==> config.mk <==
export PLATFORM = sky130hd
export DESIGN_NAME = core_0_fetch
export DESIGN_NICKNAME = d
export VERILOG_FILES = /design/src/rtl/core_0_fetch_pkg.sv /design/src/rtl/core_0_fetch_buf.sv /design/src/rtl/core_0_fetch.sv
export SDC_FILE = /design/constraint.sdc
export NUM_CORES = 1
export LEC_CHECK = 0
export BUFFER_PORTS_ARGS = -buffer_cell sky130_fd_sc_hd__buf_4
export CORE_MARGIN = 2
export CORE_UTILIZATION = 55
export CTS_BUF_LIST = sky130_fd_sc_hd__clkbuf_8
export DETAILED_ROUTE_END_ITERATION = 16
export GPL_ROUTABILITY_DRIVEN = 0
export PLACE_DENSITY_LB_ADDON = 0.12
export SKIP_LAST_GASP = 1
export SLEW_MARGIN = 40
export SYNTH_ARGS = -nofsm -noshare
export SYNTH_HDL_FRONTEND = slang
export SYNTH_SLANG_ARGS = --single-unit
==> constraint.sdc <==
create_clock -name clock -period 10.5 [get_ports clock]
set_input_delay 2.1 -clock clock [delete_from_list [all_inputs] [get_ports clock]]
set_output_delay 2.1 -clock clock [all_outputs]
set_load 0.03 [all_outputs]
==> src/rtl/core_0_fetch_pkg.sv <==
// core_0_fetch_pkg: shared defaults for the instruction-fetch stage.
//   ADDR_W_DEF   - word-address width (instruction memory depth 256)
//   DATA_W_DEF   - instruction width
//   RESET_PC_DEF - first word address fetched after reset
//   INSTR_NOP    - canonical NOP encoding (addi x0, x0, 0), handy for benches
package core_0_fetch_pkg;

    localparam int unsigned ADDR_W_DEF   = 8;
    localparam int unsigned DATA_W_DEF   = 32;
    localparam int unsigned RESET_PC_DEF = 0;

    localparam logic [31:0] INSTR_NOP = 32'h0000_0013;

endpackage

==> src/rtl/core_0_fetch_buf.sv <==
// core_0_fetch_buf: 2-entry FIFO of {pc, instruction} between fetch and decode.
// Ports:
//   clock, reset       - clock and asynchronous active-high reset
//   i_push, i_pop      - enqueue / dequeue strobes (both allowed in one cycle)
//   i_flush            - empties the FIFO; wins over push and pop
//   i_push_pc/instr    - entry written on push
//   o_count            - number of valid entries (0..2)
//   o_head_pc/instr    - oldest entry; stale when o_count == 0
module core_0_fetch_buf #(
    parameter int unsigned ADDR_W = 8,
    parameter int unsigned DATA_W = 32
) (
    input  logic              clock,
    input  logic              reset,
    input  logic              i_push,
    input  logic              i_pop,
    input  logic              i_flush,
    input  logic [ADDR_W-1:0] i_push_pc,
    input  logic [DATA_W-1:0] i_push_instr,
    output logic [1:0]        o_count,
    output logic [ADDR_W-1:0] o_head_pc,
    output logic [DATA_W-1:0] o_head_instr
);

    logic [ADDR_W-1:0] r_pc_mem    [2];
    logic [DATA_W-1:0] r_instr_mem [2];
    logic              r_wr_ptr;
    logic              r_rd_ptr;
    logic [1:0]        r_count;

    logic w_push;
    logic w_pop;

    // Guard against misuse so pointers and count can never desynchronise.
    always_comb begin
        w_pop  = i_pop & (r_count != 2'd0);
        w_push = i_push & ((r_count != 2'd2) | w_pop);
    end

    always_ff @(posedge clock or posedge reset) begin
        if (reset) begin
            r_pc_mem[0]    <= '0;
            r_pc_mem[1]    <= '0;
            r_instr_mem[0] <= '0;
            r_instr_mem[1] <= '0;
            r_wr_ptr       <= 1'b0;
            r_rd_ptr       <= 1'b0;
            r_count        <= 2'd0;
        end else if (i_flush) begin
            r_wr_ptr <= 1'b0;
            r_rd_ptr <= 1'b0;
            r_count  <= 2'd0;
        end else begin
            if (w_push) begin
                r_pc_mem[r_wr_ptr]    <= i_push_pc;
                r_instr_mem[r_wr_ptr] <= i_push_instr;
                r_wr_ptr              <= ~r_wr_ptr;
            end
            if (w_pop) begin
                r_rd_ptr <= ~r_rd_ptr;
            end
            r_count <= r_count + {1'b0, w_push} - {1'b0, w_pop};
        end
    end

    always_comb begin
        o_count      = r_count;
        o_head_pc    = r_pc_mem[r_rd_ptr];
        o_head_instr = r_instr_mem[r_rd_ptr];
    end

endmodule

==> src/rtl/core_0_fetch.sv <==
// core_0_fetch: instruction-fetch stage feeding decode.
// Holds the PC, issues word addresses to a 1-cycle synchronous-read instruction
// memory, pairs each returned word with its PC and presents it over valid/ready.
// Ports:
//   clock, reset                - clock and asynchronous active-high reset
//   fetch_enable                - permits new fetch requests
//   redirect_valid, redirect_pc - taken branch/jump; squashes buffered and in-flight work
//   imem_address                - word address to instruction memory (= PC register)
//   imem_instruction            - memory data for the address sampled at the previous edge
//   out_valid, out_ready        - handshake to decode
//   out_instruction, out_pc     - head of the fetch buffer
module core_0_fetch
    import core_0_fetch_pkg::*;
#(
    parameter int unsigned ADDR_W   = ADDR_W_DEF,
    parameter int unsigned DATA_W   = DATA_W_DEF,
    parameter int unsigned RESET_PC = RESET_PC_DEF
) (
    input  logic              clock,
    input  logic              reset,
    input  logic              fetch_enable,
    input  logic              redirect_valid,
    input  logic [ADDR_W-1:0] redirect_pc,
    output logic [ADDR_W-1:0] imem_address,
    input  logic [DATA_W-1:0] imem_instruction,
    output logic              out_valid,
    input  logic              out_ready,
    output logic [DATA_W-1:0] out_instruction,
    output logic [ADDR_W-1:0] out_pc
);

    localparam logic [ADDR_W-1:0] ResetPc = ADDR_W'(RESET_PC);

    logic [ADDR_W-1:0] r_pc;
    logic [ADDR_W-1:0] r_req_pc;
    logic              r_inflight;

    logic [1:0]        w_count;
    logic              w_pop;
    logic              w_push;
    logic              w_issue;
    logic [2:0]        w_credit_used;

    always_comb begin
        w_pop  = out_valid & out_ready;
        // A response landing in a redirect cycle belongs to the squashed stream.
        w_push = r_inflight & ~redirect_valid;
        // Slots committed after this edge: buffered + in flight - leaving now.
        // Issuing only while this is below 2 means the buffer can never overflow.
        w_credit_used = {1'b0, w_count} + {2'b00, r_inflight} - {2'b00, w_pop};
        w_issue = fetch_enable & ~redirect_valid & (w_credit_used < 3'd2);
    end

    always_ff @(posedge clock or posedge reset) begin
        if (reset) begin
            r_pc       <= ResetPc;
            r_req_pc   <= '0;
            r_inflight <= 1'b0;
        end else if (redirect_valid) begin
            r_pc       <= redirect_pc;
            r_inflight <= 1'b0;
        end else begin
            r_inflight <= w_issue;
            if (w_issue) begin
                r_req_pc <= r_pc;
                r_pc     <= r_pc + 1'b1;  // wraps modulo 2^ADDR_W
            end
        end
    end

    core_0_fetch_buf #(
        .ADDR_W (ADDR_W),
        .DATA_W (DATA_W)
    ) u_buf (
        .clock        (clock),
        .reset        (reset),
        .i_push       (w_push),
        .i_pop        (w_pop),
        .i_flush      (redirect_valid),
        .i_push_pc    (r_req_pc),
        .i_push_instr (imem_instruction),
        .o_count      (w_count),
        .o_head_pc    (out_pc),
        .o_head_instr (out_instruction)
    );

    always_comb begin
        imem_address = r_pc;
        out_valid    = (w_count != 2'd0);
    end

endmodule

==> results of run 1 <==
==> through the flow <==
stage	hold slack (ns)	instances	util
6_report	0.507	522	0.679
5_1_grt	0.522	522	0.679
4_1_cts	0.509	522	0.679
3_5_place_dp	0.487	506	0.657
3_3_place_gp	0.481	506	0.656
2_1_floorplan	0.464	323	-
==> cell type report <==
type | instances | area [um^2]
sequential | 101 | 2530
timing repair buffer | 95 | 713
inverter | 9 | 36.3
tap | 105 | 131
multi-input combinational | 196 | 1980
fill | 608 | 2640
clock buffer | 10 | 138
clock inverter | 6 | 41.3
==> flip-flops by register name (all words and copies together) (netlist names) <==
name	flops
imem_address	8
u_buf.r_instr_mem	64
r_req_pc	8
u_buf.o_count	2
u_buf.r_pc_mem	16
u_buf.r_wr_ptr	1
u_buf.r_rd_ptr	1
r_inflight	1
==> synth_stat cells, types with 2 or more instances <==
cell type and n:
nor3b_1 2, ha_1 4, buf_12 4, buf_1 4
mux2_2 82, buf_2 5, inv_2 2, a221o_1 3
and2_1 2, nand2_1 28, inv_1 7, o21ai_0 10
clkbuf_1 3, o311ai_0 2, nand4_1 2, mux2_4 39
xnor2_1 3, nor2_1 5, dfrtp_1 101, nor4_1 2
==> path summary, 6_finish.rpt <==
kind | startpoint | end | slack (ns)
max | out_ready | imem_address[6] | 6.12
min | u_buf.r_instr_mem[20] | u_buf.r_instr_mem[20] | 0.51
max reg2reg | u_buf.o_count[1] | imem_address[6] | 7.16
min reg2reg | u_buf.r_instr_mem[20] | u_buf.r_instr_mem[20] | 0.51
max in group asynchronous | reset | u_buf.r_pc_mem[11] | 7.58
min in group asynchronous | reset | u_buf.r_instr_mem[13] | 1.79
==> power breakdown <==
group          internal [W]  switching, W
Sequential         0.000562      0.000128
Combinational      0.000462      0.000446
Clock             0.0000924      0.000129
==> metal layers <==
layer | vias to the layer above | wire length (um) | global-route usage
met4 | 0 | 61 | 0.0464
met1 | 1397 | 3870 | 0.270
li1 | 1309 | - | -
met5 | - | 0 | 0
met3 | 5 | 408 | 0.0439
met2 | 76 | 4230 | 0.317
==> layout by cell type, fill, tap and decap left out, drive strengths merged, types with 3 or more instances in the layout <==
cell type  instances
xnor2              3
dfrtp            101
mux2             121
ha                 4
nand2             28
clkbuf            10
clkinv             3
inv               11
buf               95
o21ai             10
a221o              3
nor2               5
==> cells by family (layout without fill, tap and decap cells) <==
group | after synthesis | after routing | synth area share
and+or+nand+nor | 47 | 47 | 0.0470
DFF | 101 | 101 | 0.540
buffers and inverters | 26 | 120 | 0.0377
adders and majority gates | 5 | 5 | 0.0150
muxes | 121 | 121 | 0.322
xor gates and xnor gates | 4 | 4 | 0.00749
AOI/OAI and AO/OA | 19 | 19 | 0.0305
==> worst reg2reg max path: stages, from the launching register on <==
cell     delay [ns]
dfrtp_1        0.46
or2_2          0.33
and2_1         0.19
ha_1           0.27
inv_1          0.07
nand2_1        0.06
fa_1           0.37
xor2_1         0.17
or3_1          0.63
inv_2          0.27
nand4_1        0.12
mux2_2         0.28
==> flow_metrics.env, run 1 <==
export IMPL_worst_ep_required_time_ns=10.74
export IMPL_avgViaCountPerCell=5.34
export IMPL_dp_hpwl_um=5570
export IMPL_num_rows=33
export IMPL_areaGrowthSynthToFinish_pct=19.1
export IMPL_overflow=0
export IMPL_tightest_slew_ns=0.723
export IMPL_synth_top_area_cell="dfrtp_1"
export IMPL_cp_end_kind="flip-flop"
export IMPL_yosys_warnings=0
export IMPL_numCtsBuffers=9
export IMPL_ir_drop_mv=0.193
export IMPL_power_density_nw_per_um2=326
export IMPL_cp_num_cells=11
export IMPL_clock_latency_ns=0.35
export IMPL_dr_pass1_iters=4
export IMPL_synth_cell_types=33
export IMPL_cts_hold_buffers=0
export IMPL_route_detailed_drc=0
export IMPL_dieArea_um2=9260
export IMPL_startpoint_type="primary input"
export IMPL_synth_seq_cells=101
export IMPL_grt_max_degree=60
export IMPL_cts_setup_buffers=0
export IMPL_io_pins=94
export IMPL_rsz0062_at_grt="no"
export IMPL_syn_area_per_cell_um2=14.5
export IMPL_die_w_um=96.3
export IMPL_postCtsResizedCells=0
export IMPL_synth_top_cell_area_share=0.540
export IMPL_cts_sinks=101
export IMPL_wirelength_um=8570
export IMPL_setup_slack_ns=6.12
export IMPL_crit_chain="buf_4 -> and2_1 -> ha_1 -> inv_1 -> nand2_1 -> fa_1 -> xor2_1 -> or3_1 -> inv_2 -> nand4_1 -> mux2_2"
export IMPL_setup_violations=0
export IMPL_ant_nets=0
export IMPL_synthesis_nets=373
export IMPL_critical_path_top_delay_family="simple AND/OR/NAND/NOR gates"
export IMPL_clock_tree_root_cell="clkbuf_8"
export IMPL_clock_fmax_mhz=228
export IMPL_synthCells=323
export IMPL_synth_area_leaders="dfrtp_1 54%, mux2_2 20%, mux2_4 13%"
export IMPL_drt_initial_drc_count=67
export IMPL_dr_total_vias=2787
export IMPL_gr_usage_all_layers=0.196
export IMPL_p_leak_nw=2.76
export IMPL_max_slew_margin_rel=0.518
export IMPL_fin_area_um2=5580
export IMPL_max_stage_delay_ns=0.63
export IMPL_reg2reg_depth=11
export IMPL_core_um2=8220
export IMPL_cts_tree="built"
export IMPL_synthesis_area_um2=4680
export IMPL_fin_crit_ns=4.38
export IMPL_nNetsFinal=462
export IMPL_totalPowerFinal_w=0.00182
export IMPL_ctsLongestPathBuffers=2
export IMPL_crit_path_top_delay_cell="or3_1"
export IMPL_critical_path_class="in -> reg"
export IMPL_setup_tns_ns=0
export IMPL_drv_slew=0
export IMPL_die_h_um=96.3
export IMPL_arrival_ns=4.62
export IMPL_place_area_um2=5400
export IMPL_async_reset_ff_frac=1.00
export IMPL_critPathMaxFanout=20
export IMPL_drive_above_1_share=0.571
export IMPL_ys_flop_type="dfrtp_1"
export IMPL_ctsHtreeMaxLevel=3
export IMPL_wl_per_cell_um=16.4
export IMPL_hold_path_class="reg -> reg"
export IMPL_hold_viol=0
export IMPL_hold_path_depth=1
export IMPL_antenna_found_initial=0
export IMPL_place_ws_ns=5.73
export IMPL_maxCapViolations=0
export IMPL_clk_pin_slew_ns=0.09
export IMPL_num_antenna_cells=0
export IMPL_io_buffers=93
export IMPL_skew_ns=0.0120
export IMPL_path_buf_inv=3
export IMPL_initial_utilization=0.570
export IMPL_grt_pass1_vias=2748
export IMPL_yosysSeqAreaShare=0.540
export IMPL_min_period_over_period=0.417
export IMPL_synth_edff_count=0
export IMPL_status="finished clean"
export IMPL_grt_first_pass_wirelength_um=13700
No activity file was read; power rests on OpenSTA's default activity.
==> run 2: changes to the inputs <==
--- a/config.mk
+++ b/config.mk
@@ -7,7 +7,7 @@
 export LEC_CHECK = 0
 export BUFFER_PORTS_ARGS = -buffer_cell sky130_fd_sc_hd__buf_4
 export CORE_MARGIN = 2
-export CORE_UTILIZATION = 55
+export CORE_UTILIZATION = 51
 export CTS_BUF_LIST = sky130_fd_sc_hd__clkbuf_8
 export DETAILED_ROUTE_END_ITERATION = 16
 export GPL_ROUTABILITY_DRIVEN = 0
==> constraint.sdc (replaced) <==
create_clock -name clock -period 4 [get_ports clock]
set_input_delay 0.8 -clock clock [delete_from_list [all_inputs] [get_ports clock]]
set_output_delay 0.8 -clock clock [all_outputs]
set_load 0.03 [all_outputs]
==> run 2 against run 1 <==
Non-clock buffer count rose by 4. Worst hold slack got worse by 0.0029 ns. Critical endpoint unchanged. Largest cell class unchanged. Die area grew 7.5%. Count of clock-buffer cells in the layout up 1. Critical path type is now reg -> reg.
==> flow_metrics.env, run 2 (same netlist as run 1, synthesis figures left out) <==
export IMPL_status="finished clean"
export IMPL_avgViaCountPerCell=5.28
export IMPL_largestRegisters="u_buf.r_instr_mem x64, u_buf.r_pc_mem x16"
export IMPL_dieArea_um2=9960
export IMPL_critical_path_class="reg -> reg"
export IMPL_ir_drop_mv=0.425
export IMPL_setup_slack_ns=0.633
export IMPL_nFillCells=710
export IMPL_power_density_nw_per_um2=856
export IMPL_cts_hold_buffers=0
export IMPL_setup_violations=0
export IMPL_io_buffers=93
export IMPL_grt_pass1_vias=2946
export IMPL_clock_fmax_mhz=297
export IMPL_holdWs_ns=0.504
export IMPL_max_stage_delay_ns=0.64
export IMPL_totalPowerFinal_w=0.00480
export IMPL_postCtsResizedCells=0
export IMPL_die_w_um=99.8
export IMPL_dp_hpwl_um=5860
export IMPL_wl_per_cell_um=16.8
export IMPL_min_period_over_period=0.842
export IMPL_die_h_um=99.8
export IMPL_grt_max_degree=82
export IMPL_crit_path_top_delay_cell="or3_1"
export IMPL_largest_reg_flops=64
export IMPL_clock_latency_ns=0.36
export IMPL_drv_slew=0
export IMPL_gr_usage_all_layers=0.189
export IMPL_cp_end_kind="flip-flop"
export IMPL_num_rows=34
export IMPL_place_inst=513
export IMPL_fin_crit_ns=3.37
export IMPL_initial_utilization=0.532
export IMPL_drt_initial_drc_count=55
export IMPL_drive_above_1_share=0.575
export IMPL_endpoint="imem_address[6]"
export IMPL_reg2reg_depth=11
export IMPL_rrSetupSlack_ns=0.63
export IMPL_arrival_ns=3.62
export IMPL_startpoint_type="flip-flop"
export IMPL_dr_pass1_iters=4
export IMPL_r2r_end="imem_address[6]"
export IMPL_p_leak_nw=2.76
export IMPL_max_slew_margin_rel=0.528
export IMPL_rsz0062_at_grt="no"
export IMPL_tightest_slew_ns=0.707
export IMPL_cts_sinks=101
export IMPL_max_flop_register="u_buf.r_instr_mem"
export IMPL_stdcell_count=529
export IMPL_r2r_start="u_buf.o_count[1]"
export IMPL_wirelength_um=8890
export IMPL_skew_ns=0.0181
export IMPL_io_pins=94
export IMPL_ctsHtreeMaxLevel=3
export IMPL_setup_tns_ns=0
export IMPL_critPathMaxFanout=20
export IMPL_route_detailed_drc=0
export IMPL_dr_total_vias=2793
export IMPL_grt_first_pass_wirelength_um=14800
export IMPL_hold_viol=0
export IMPL_final_common_cell="dfrtp_1"
export IMPL_core_um2=8810
export IMPL_worst_ep_required_time_ns=4.26
export IMPL_overflow=0
export IMPL_seq_area_um2=2530
export IMPL_crit_start="u_buf.o_count[1]"
export IMPL_ant_nets=0
export IMPL_areaGrowthSynthToFinish_pct=19.8
export IMPL_multi_input_area_um2=1980
export IMPL_final_cell_mix="100 x dfrtp_1, 99 x buf_4, 82 x mux2_2"
export IMPL_hold_path_depth=1
export IMPL_num_antenna_cells=0
export IMPL_numCtsBuffers=9
export IMPL_crit_chain="or2_2 -> and2_1 -> ha_1 -> inv_1 -> nand2_1 -> fa_1 -> xor2_1 -> or3_1 -> inv_2 -> nand4_1 -> mux2_2"
export IMPL_place_ws_ns=0.522
export IMPL_ctsLongestPathBuffers=2
export IMPL_nNetsFinal=466
export IMPL_clk_pin_slew_ns=0.10
export IMPL_cts_tree="built"
export IMPL_hold_path_class="reg -> reg"
export IMPL_antenna_found_initial=0
export IMPL_maxCapViolations=0
export IMPL_cts_setup_buffers=0
export IMPL_clock_tree_root_cell="clkbuf_8"
## run 2: changes by cell type in the layout (fill, tap and decap cells not counted)
| cell | before | now |
|---|---|---|
| nand2_2 | 0 | 1 |
| nand2_4 | 1 | 0 |
| clkinv_4 | 3 | 0 |
| clkbuf_8 | 10 | 11 |
| inv_4 | 1 | 0 |
| clkinvlp_4 | 1 | 2 |
| inv_6 | 0 | 1 |
| buf_4 | 95 | 99 |
| clkinv_2 | 0 | 1 |
## run 2: metal layers
metal  vias up  track usage  wire length (um)
met5         -            0                 0
met4         0       0.0369                53
met3         4       0.0592               511
met2        83        0.304              4330
met1      1385        0.258              3990
li1       1321            -                 -
## run 2: cell type report
class | instances | area share
tap | 108 | 0.0241
inverter | 9 | 0.00692
sequential | 101 | 0.451
clock buffer | 11 | 0.0270
clock inverter | 5 | 0.00491
multi-input combinational | 196 | 0.353
timing repair buffer | 99 | 0.133
## run 2: worst min path at each step
stage / endpoint / startpoint / slack (ns)
floorplan: r_req_pc[0] / r_req_pc[0] / 0.46
global placement: u_buf.r_instr_mem[25] / u_buf.r_instr_mem[25] / 0.48
detailed placement: u_buf.r_instr_mem[31] / u_buf.r_instr_mem[31] / 0.49
CTS: u_buf.r_instr_mem[17] / u_buf.r_instr_mem[17] / 0.51
global route: u_buf.r_pc_mem[4] / u_buf.r_pc_mem[4] / 0.52
finish: u_buf.r_instr_mem[17] / u_buf.r_instr_mem[17] / 0.50
## run 2: worst max-delay path: cells and delay by family (launching register included)
family                   cells  cell delay (ns)
adder cells (fa/ha/maj)      2             0.64
flip-flops                   1             0.45
buffers and inverters        2             0.35
XOR/XNOR                     1             0.17
multiplexers                 1             0.29
AND/OR/NAND/NOR              5             1.34
## run 2: metrics by stage
step	util	cell area, um^2
after global routing	0.637	5610
final	0.637	5610
after detailed placement	0.616	5430
after floorplan	-	4680
after global placement	0.616	5420
after CTS	0.637	5610
## run 2: power by group
group	internal [W]	switching (W)	leakage, nW
sequential	0.00148	0.000340	1.28
combinational	0.00122	0.00118	1.39
clock	0.000255	0.000330	0.0939
